`config.mk`:
```
export PLATFORM = sky130hd
export DESIGN_NAME = instruction_fetch
export DESIGN_NICKNAME = d
export VERILOG_FILES = /design/src/rtl/instruction_fetch.sv
export SDC_FILE = /design/constraint.sdc
export NUM_CORES = 1
export LEC_CHECK = 0
export ABC_AREA = 1
export CORE_MARGIN = 2
export CORE_UTILIZATION = 45
export DETAILED_ROUTE_END_ITERATION = 12
export PLACE_DENSITY = 0.83
export SLEW_MARGIN = 5
export SYNTH_ARGS = -nofsm -noshare
export SYNTH_HDL_FRONTEND = slang
export SYNTH_SLANG_ARGS = --single-unit
```
`constraint.sdc`:
```
create_clock -name clk_i -period 3.4 [get_ports clk_i]
set_input_delay 0.34 -clock clk_i [delete_from_list [all_inputs] [get_ports clk_i]]
set_output_delay 0.34 -clock clk_i [all_outputs]
set_load 0.02 [all_outputs]
```
`src/rtl/instruction_fetch.sv`:
```
// -----------------------------------------------------------------------------
// instruction_fetch
//   Fetch stage. Holds the program counter and drives it to a combinational
//   instruction ROM. The returned word is registered for the decode stage.
//   The PC steps by 4. Execute can redirect it, and decode back-pressure
//   stalls it. A redirect to a target that is not word-aligned is treated as
//   a fatal fault: the stage halts until reset and raises a sticky flag.
//
// Ports
//   clk_i            rising-edge clock
//   rst_n_i          asynchronous active-low reset
//   imem_addr_o      ROM byte address (the current PC)
//   imem_data_i      ROM read data, combinational from imem_addr_o
//   stall_i          decode not ready: hold the fetch register and the PC
//   redirect_valid_i load redirect_pc_i into the PC and flush (beats stall_i)
//   redirect_pc_i    redirect target
//   instr_valid_o    instr_o/pc_o carry a valid fetched instruction
//   instr_o          registered instruction (NOP_INSTR while invalid)
//   pc_o             address instr_o was fetched from
//   pc_plus4_o       pc_o + 4, wrapping modulo 2^ADDR_WIDTH
//   misaligned_o     sticky misaligned-redirect fault
// -----------------------------------------------------------------------------
module instruction_fetch #(
  parameter int unsigned            ADDR_WIDTH = 8,
  parameter int unsigned            DATA_WIDTH = 32,
  parameter logic [ADDR_WIDTH-1:0]  RESET_PC   = 8'h00,
  parameter logic [DATA_WIDTH-1:0]  NOP_INSTR  = 32'h0000_0013
) (
  input  logic                  clk_i,
  input  logic                  rst_n_i,
  output logic [ADDR_WIDTH-1:0] imem_addr_o,
  input  logic [DATA_WIDTH-1:0] imem_data_i,
  input  logic                  stall_i,
  input  logic                  redirect_valid_i,
  input  logic [ADDR_WIDTH-1:0] redirect_pc_i,
  output logic                  instr_valid_o,
  output logic [DATA_WIDTH-1:0] instr_o,
  output logic [ADDR_WIDTH-1:0] pc_o,
  output logic [ADDR_WIDTH-1:0] pc_plus4_o,
  output logic                  misaligned_o
);

  typedef enum logic [1:0] {
    BOOT = 2'd0,
    RUN  = 2'd1,
    HALT = 2'd2
  } state_e;

  localparam logic [ADDR_WIDTH-1:0] PC_STEP = ADDR_WIDTH'(4);

  state_e                  state_q, state_d;
  logic [ADDR_WIDTH-1:0]   pc_q,    pc_d;
  logic [DATA_WIDTH-1:0]   instr_q, instr_d;
  logic [ADDR_WIDTH-1:0]   pco_q,   pco_d;
  logic                    vld_q,   vld_d;
  logic                    mis_q,   mis_d;

  logic                    redir_misaligned;

  assign redir_misaligned = (redirect_pc_i[1:0] != 2'b00);

  // ---------------------------------------------------------------------------
  // State registers
  // ---------------------------------------------------------------------------
  always_ff @(posedge clk_i or negedge rst_n_i) begin
    if (!rst_n_i) begin
      state_q <= BOOT;
      pc_q    <= RESET_PC;
      instr_q <= NOP_INSTR;
      pco_q   <= '0;
      vld_q   <= 1'b0;
      mis_q   <= 1'b0;
    end else begin
      state_q <= state_d;
      pc_q    <= pc_d;
      instr_q <= instr_d;
      pco_q   <= pco_d;
      vld_q   <= vld_d;
      mis_q   <= mis_d;
    end
  end

  // ---------------------------------------------------------------------------
  // Next-state logic. Everything holds by default. That default covers stall,
  // BOOT (redirects ignored, outputs still invalid) and HALT (frozen).
  // ---------------------------------------------------------------------------
  always_comb begin
    state_d = state_q;
    pc_d    = pc_q;
    instr_d = instr_q;
    pco_d   = pco_q;
    vld_d   = vld_q;
    mis_d   = mis_q;

    unique case (state_q)
      BOOT: begin
        state_d = RUN;
      end

      RUN: begin
        if (redirect_valid_i) begin
          // The redirect wins over stall. The instruction in the fetch register
          // is from the wrong path, so replace it with a bubble. pc_o keeps
          // its last value. It is meaningless while instr_valid_o is low.
          pc_d    = redirect_pc_i;
          vld_d   = 1'b0;
          instr_d = NOP_INSTR;
          if (redir_misaligned) begin
            // The faulting target stays in pc_q so it can be inspected.
            mis_d   = 1'b1;
            state_d = HALT;
          end
        end else if (!stall_i) begin
          instr_d = imem_data_i;
          pco_d   = pc_q;
          vld_d   = 1'b1;
          pc_d    = pc_q + PC_STEP;
        end
      end

      HALT: begin
        // HALT is only entered through a flush, so vld_q is already 0.
        // Forcing it here keeps that true even if the way in ever changes.
        vld_d = 1'b0;
      end

      default: begin
        state_d = BOOT;
      end
    endcase
  end

  // ---------------------------------------------------------------------------
  // Outputs
  // ---------------------------------------------------------------------------
  assign imem_addr_o   = pc_q;
  assign instr_valid_o = vld_q;
  assign instr_o       = instr_q;
  assign pc_o          = pco_q;
  assign pc_plus4_o    = pco_q + PC_STEP;
  assign misaligned_o  = mis_q;

endmodule

```
---- Yosys cells after proc, flatten, opt, wreduce, memory -nomap -nowiden ----
Cells that the tools add are included.
storage, ports and cells
  logic and storage cells ................. 35
  flip-flop bits (word level) ............. 52
  input port bits ......................... 44
cells by class
  bitwise logic cells ..................... 3
  muxes and demuxes ....................... 10
  eq/ne operators ......................... 6
  reductions and logical operators ........ 8
  $add $sub $neg .......................... 2
operator list
  operator             count
  $mux 32              2
  $add 8x3->8 const B  2
  $mux 8               2
  $reduce_and 3->1     3
  $pmux 2 s3           1
  $mux 2               2
  $ne 2x2->1 const B   2
  $reduce_and 2->1     2
  $reduce_bool 2->1    2
  $ne 3x3->1 const B   1
  $not 1->1            3
  $eq 2x1->1 const B   1
  $eq 2x2->1 const B   1
  $logic_not 2->1      1
  $mux 1               2
  $ne 2x1->1 const B   1
  $pmux 1 s2           1

---- Depth between registers and ports, before layout ----
Gate-level depths: netlist of run 1.
  depth after elaboration ................. 4
  gate-level depth with buffers ........... 8
  mapped depth without buffers ............ 8

---- Worst setup path after synthesis of run 1 ----
OpenSTA, ideal clock, no wires.
  kind .................................... reg2out
  start point ............................. register pco_q[4], in the netlist pc_o[4]
  end point ............................... output port pc_plus4_o[7]
  setup slack ............................. 1,855 ps
  arrival time ............................ 1,205 ps
  cell stages (with the launch flop) ...... 4
  cell sequence ........................... dfrtp_1 -> nand3_1 -> nor3_1 -> xor2_1
between the ends
  cells in the longest elaborated chain, start to end .. 1
RTL lines
  item                    line  source
  from (decl)             54    logic [ADDR_WIDTH-1:0] pco_q, pco_d;
  from (signal assigned)  77    pco_q <= pco_d;
  $add 8x3->8             140   assign pc_plus4_o = pco_q + PC_STEP;
  to (decl)               39    output logic [ADDR_WIDTH-1:0] pc_plus4_o,
No other way between the ends.

---- Worst setup path after layout of run 1 ----
  start point ............................. register pco_q[2], in the netlist pc_o[2]
  end point ............................... output port pc_plus4_o[7]
Same word-level chain as after synthesis.

==> metrics, run 1 <==
status completed; Layout Skew ~0.012 ns; Slew Viols, Final 0; count of buffers from port buffering 101; Hold Path Class in2async; clock root buffer clkbuf_8; Final Core Density between 60% and 70%; area of the mapped netlist around 2300 µm²; Fin Setup TNS 0 ns; number of synthesized flops with an enable pin 0; largest net degree at the start of global routing 53; DRC viols 0; worst hold slack around 0.25 ns; Num CTS Buffers 5; flop and latch count out of synthesis 52; commonest cells in the netlist 97 x nand2_1, 49 x dfrtp_1, 26 x o21ai_0; Total GRT Usage around 20%; post-synth top area cell dfrtp_1; Pleak between 1.5 and 2 nW; RSZ-0062 raised after global routing false; Synth top area share approximately 53%; crit-path max FO 5; Area Growth Syn to Fin 48.0%; CORE AREA a little over 5000 µm²; # placed instances 424; first-pass GRT wire length roughly 8700 µm; Starting Density between 40 and 50%; post-cts sizing count 0; setup violators final 0; WL per Instance approximately 13 µm; hold buffers post-CTS 0; Setup Fix Bufs, Post-CTS 0; Post-Route WL around 5500 µm; syn nets ~310; die area 5730 µm²; Avg Inst Size Synth between 8 and 9 µm²; fraction of registers with async set/reset 100%; CTS clock-pin slew for the worst setup and hold paths roughly 0.09 ns; Worst slew margin roughly a quarter; main flop type after synthesis dfrtp_1; Die Wd about 76 µm; fmax around 0.46 GHz; Die H between 70 and 80 µm; # clock sinks 52; clock latency on the worst-skew pair 0.30 ns; Final ANT Viol Nets 0; PwrDens between 900 and 1000 nW/µm²; FP Rows 26; layout cells sized above 1 6.08%; Critical Path Source Type flip-flop; Peak VDD IR approximately 420 µV; antenna violations before repair 0; vias post-DR 2,019; post-route clock period utilization about 64%; Setup CP Type reg2out; Warnings, synthesis 0; CP Capture Type output port; clk buf depth 2; Final Non-Filler Cells roughly 430; IO Pins just over 100; Tightest Pin Transition about 1.1 ns; Worst Path Required 3.06 ns; CTS tree yes; DRT iter0 DRCs approximately 150; most common cell in the netlist nand2_1; MaxCap Viol Count 0; vias in the first global route around 1,900; CP arrival ~1.9 ns; Yosys cell types 24; final RePlAce weighted congestion between 0.7 and 0.8; H-tree lvl count 2; Syn Inst Count 266; total grt overflow 0; Final min period about 2.2 ns; Final nets 407; dominant cells by area after synthesis dfrtp_1 53%, nand2_1 16%, o21ai_0 5.6%, dfstp_2 3.4%, inv_1 3.2%; Final Hold Fails 0; DP Wirelength between 3000 and 4000 µm; n_diodes 0; DRT Pass-1 Iters 4; register area share after synthesis a little under three fifths; Vias/cell about 4.7
-- state kept, by name (all words and copies together) (netlist names) --
signal         cells
instr_o           32
imem_addr_o        8
pc_o               8
state_q            2
instr_valid_o      1
misaligned_o       1
-- cell families (layout without fill, tap and decap cells) --
logic type,after synthesis,in the layout,share of synthesized area [%]
and+or+nand+nor,120,120,20.7
adders and majority gates,2,2,1.08
AOI/OAI and AO/OA,52,52,12.7
xor gates and xnor gates,4,4,1.51
buffers and inverters,36,132,7.68
DFF,52,52,56.4
-- layout make-up --
class                      count  area, µm²
clock buffer                   7       86.3
timing repair buffer         103       1020
sequential                    52       1310
fill                         411       1620
inverter                      21       78.8
tap                           70       87.6
clock inverter                 1       7.51
multi-input combinational    178        838
-- cell usage in the layout, fill, tap and decap left out, types with 2 or more instances in the layout --
| master | n |
|---|---|
| buf_4 | 2 |
| clkbuf_8 | 6 |
| clkdlybuf4s50_1 | 100 |
| dfrtp_1 | 49 |
| dfstp_2 | 3 |
| ha_1 | 2 |
| inv_1 | 20 |
| nand2_1 | 97 |
| nand3_1 | 10 |
| nor2_1 | 10 |
| o21ai_0 | 26 |
| o21ai_1 | 15 |
| o21ai_2 | 5 |
| xor2_1 | 4 |
-- layer usage --
metal	vias to the layer above	part of all wire (%)	wire, µm	global-route usage, %
li1	1026	-	-	-
met5	-	0	0	0
met3	6	8.9	487	7.80
met1	913	43	2350	27.3
met2	74	47	2600	31.2
met4	0	1.1	60	6.04
-- stage by stage --
stage / total power, mW / area (µm²) / setup slack [ns]
after floorplan: 2.12 / 2310 / 1.86
after global placement: 2.91 / 3330 / 1.11
after detailed placement: 2.96 / 3330 / 1.05
after CTS: 3.34 / 3420 / 1.20
after global routing: 3.55 / 3420 / 1.11
final: 3.31 / 3420 / 1.21
-- worst max-delay path, stage by stage (launching register included) --
cell and delay, ns:
dfrtp_1 0.44, nand3_1 0.15, nor3_1 0.20, xor2_1 0.16, clkdlybuf4s50_1 0.61
-- power breakdown --
group	total (mW)	internal, mW	switching (mW)	leakage, nW
combinational	1.79	0.817	0.976	0.868
sequential	1.15	0.923	0.224	0.651
clock	0.367	0.166	0.202	0.0445
-- path summary, 6_finish.rpt --
kind | from | to | slack, ns | depth (start not counted)
setup / recovery | pc_o[2]$_DFFE_PN0P_ | pc_plus4_o[7] | 1.21 | 4
hold / removal | rst_n_i | instr_o[22]$_DFFE_PN0P_ | 0.25 | 1
setup reg to reg | state_q[0]$_DFFE_PN0P_ | imem_addr_o[6]$_DFFE_PN0P_ | 1.90 | 9
hold reg to reg | state_q[0]$_DFFE_PN0P_ | state_q[0]$_DFFE_PN0P_ | 0.47 | 1
max in group asynchronous | rst_n_i | instr_o[9]$_DFFE_PN0P_ | 2.43 | 1
min in group clk_i | state_q[0]$_DFFE_PN0P_ | state_q[0]$_DFFE_PN0P_ | 0.47 | 1
Power figures use the tool's default switching activity.
==> run 2, diff against run 1 <==
CORE_UTILIZATION = 42   (was 45)
PLACE_DENSITY = 0.78   (was 0.83)
clock period = 2.24 ns   (was 3.4 ns; I/O delays follow)
==> metrics, run 2 (synthesized netlist as in run 1, its figures left out) <==
Worst Path Required 2.02 ns (-1.04 ns); vias post-DR 2,059 (+2.0%); first-pass GRT wire length 9190 µm (+5.5%); Slew Viols, Final 0 (unchanged); Seq. cell area 1310 µm² (unchanged); post-route clock period utilization roughly 90%; setup ws final 0.196 ns (-1.01 ns); Final min period 2.04 ns; DP Wirelength 4080 µm (+2.3%); Total GRT Usage 18.9% (-1.5 points); CP bufs+invs 1 (unchanged); setup violators final 0 (unchanged); Vias/cell 4.69 (+0.36%); largest delay contributor family on the critical path buffers and inverters; fmax slightly below 0.5 GHz; CTS clock-pin slew for the worst setup and hold paths 0.10 ns (about the same); DRT iter0 DRCs 160 (+8.1%); Die H 78.2 µm (+3.3%); Final Hold Fails 0 (unchanged); Fin Setup TNS 0 ns (unchanged); n_diodes 0 (unchanged); Critical Path Source Type flip-flop; clock root buffer clkbuf_8; Starting Density 42.8% (-3.1 points); met3 WL post-DR 432 µm (-11%); Placement Setup Slack 0.362 ns (-0.684 ns); clock latency on the worst-skew pair 0.31 ns (about the same); fin area 3510 µm² (+2.5%); Multi-input gate area 838 µm² (unchanged); Final ANT Viol Nets 0 (unchanged); WL per Instance 12.4 µm (-2.1%); worst hold slack 0.452 ns (+0.200 ns); Pleak 1.62 nW (+3.7%); Setup CP Type reg2out; Area Growth Syn to Fin 51.7%; die area 6120 µm² (+6.8%); Layout Skew 0.0123 ns (+0.000145 ns); H-tree lvl count 2 (unchanged); DRT Pass-1 Iters 4 (unchanged); most common cell after layout, fill and taps aside clkdlybuf4s50_1; count of buffers from port buffering 101 (unchanged); crit-path max FO 5 (unchanged); commonest cells after routing, fill and taps aside 99 x clkdlybuf4s50_1, 97 x nand2_1, 49 x dfrtp_1; DRC viols 0 (unchanged); # clock sinks 52 (unchanged); CP arrival 1.82 ns (-0.03 ns); Tightest Pin Transition 0.626 ns (-0.523 ns); antenna violations before repair 0 (unchanged); CORE AREA 5410 µm² (+7.2%); RSZ-0062 raised after global routing false; total grt overflow 0 (unchanged); CP Capture Type output port; status completed; Area after DPL 3380 µm² (+1.4%); worst reg-to-reg setup slack 0.80 ns (-1.10 ns); Post-Route WL 5460 µm (-0.56%); Peak VDD IR 677 µV (+59%); largest net degree at the start of global routing 33 (-38%); M1 wire length 2340 µm (-0.64%); MaxCap Viol Count 0 (unchanged); cell chain of the critical path ha_1 > nand3_1 > xor2_1 > clkdlybuf4s50_1; IO Pins 102 (unchanged); fillers 473 (+15%); worst stage delay on the critical path 0.61 ns (about the same); layout cells sized above 1 7.36% (+1.3 points); Final Core Density 64.9% (-3.0 points); Num CTS Buffers 5 (unchanged); vias in the first global route 2,005 (+6.3%); final RePlAce weighted congestion 0.753 (-4.7%); Final nets 412 (+1.2%); met2 wire length 2620 µm (+1.1%); Final Non-Filler Cells 439 (+1.6%); Die Wd 78.2 µm (+3.3%); # placed instances 430 (+1.4%); FP Rows 27 (+3.8%); Power Total 5.16 mW (+56%); Hold Path Class in2async; CTS tree yes; slowest CP cell clkdlybuf4s50_1; max layer used met4; clk buf depth 2 (unchanged); PwrDens 1470 nW/µm² (+52%); Largest register FFs 32 (unchanged); Worst slew margin 58.3% (+35 points)
==> run 2: cell types whose count changed in the layout (fill, tap and decap cells not counted) <==
| cell | before | now |
|---|---|---|
| dlymetal6s2s_1 | 0 | 1 |
| clkinvlp_4 | 1 | 0 |
| bufinv_16 | 0 | 1 |
| dlygate4sd3_1 | 0 | 1 |
| clkinv_4 | 0 | 1 |
| buf_4 | 2 | 5 |
| clkbuf_1 | 1 | 0 |
| buf_12 | 0 | 1 |
| clkdlybuf4s50_1 | 100 | 99 |
==> run 2: worst reg2reg max path: stages, from the launching register on <==
cell	delay (ns)
dfrtp_1	0.43
nor2_4	0.22
o21ai_4	0.10
buf_4	0.19
inv_1	0.18
nand3_1	0.11
nand2_1	0.07
inv_1	0.04
==> run 2: cell type report <==
| type | instances | area share [%] |
|---|---|---|
| Sequential cell | 52 | 37.2 |
| Inverter | 21 | 2.25 |
| Multi-Input combinational cell | 178 | 23.9 |
| Clock inverter | 2 | 1.11 |
| Clock buffer | 6 | 2.35 |
| Tap cell | 72 | 2.57 |
| Timing Repair Buffer | 108 | 30.7 |
==> run 2: final timing paths <==
path                                                    to  cells after the start                    from
worst max-delay path                         pc_plus4_o[6]                      4     pc_o[2]$_DFFE_PN0P_
worst max register to register  imem_addr_o[5]$_DFFE_PN0P_                      7  state_q[1]$_DFFE_PN0P_
max in group asynchronous           instr_o[0]$_DFFE_PN1P_                      3                 rst_n_i
min in group clk_i                 instr_o[11]$_DFFE_PN0P_                      3         imem_data_i[11]
worst min register to register      state_q[0]$_DFFE_PN0P_                      1  state_q[0]$_DFFE_PN0P_
worst min-delay path                state_q[0]$_DFFE_PN0P_                      2                 rst_n_i
==> run 2: what timing repair did <==
action	in CTS	in global routing
endpoints found under the setup margin	0	1
endpoints found under the hold margin	26	0
buffers inserted	0	0
hold buffers	1	0
resized for setup	0	1
==> run 2: per-layer routing <==
metal  track usage (%)  vias to the layer above
met4              5.79                        0
met5                 0                        -
met1              23.6                      941
li1                  -                     1040
met3              5.98                        6
met2              31.6                       72
==> run 2: report_power, final <==
| group | switching [mW] | leakage (nW) | internal, mW |
|---|---|---|---|
| registers | 0.324 | 0.651 | 1.40 |
| logic | 1.50 | 0.909 | 1.26 |
| clock network | 0.319 | 0.0614 | 0.366 |
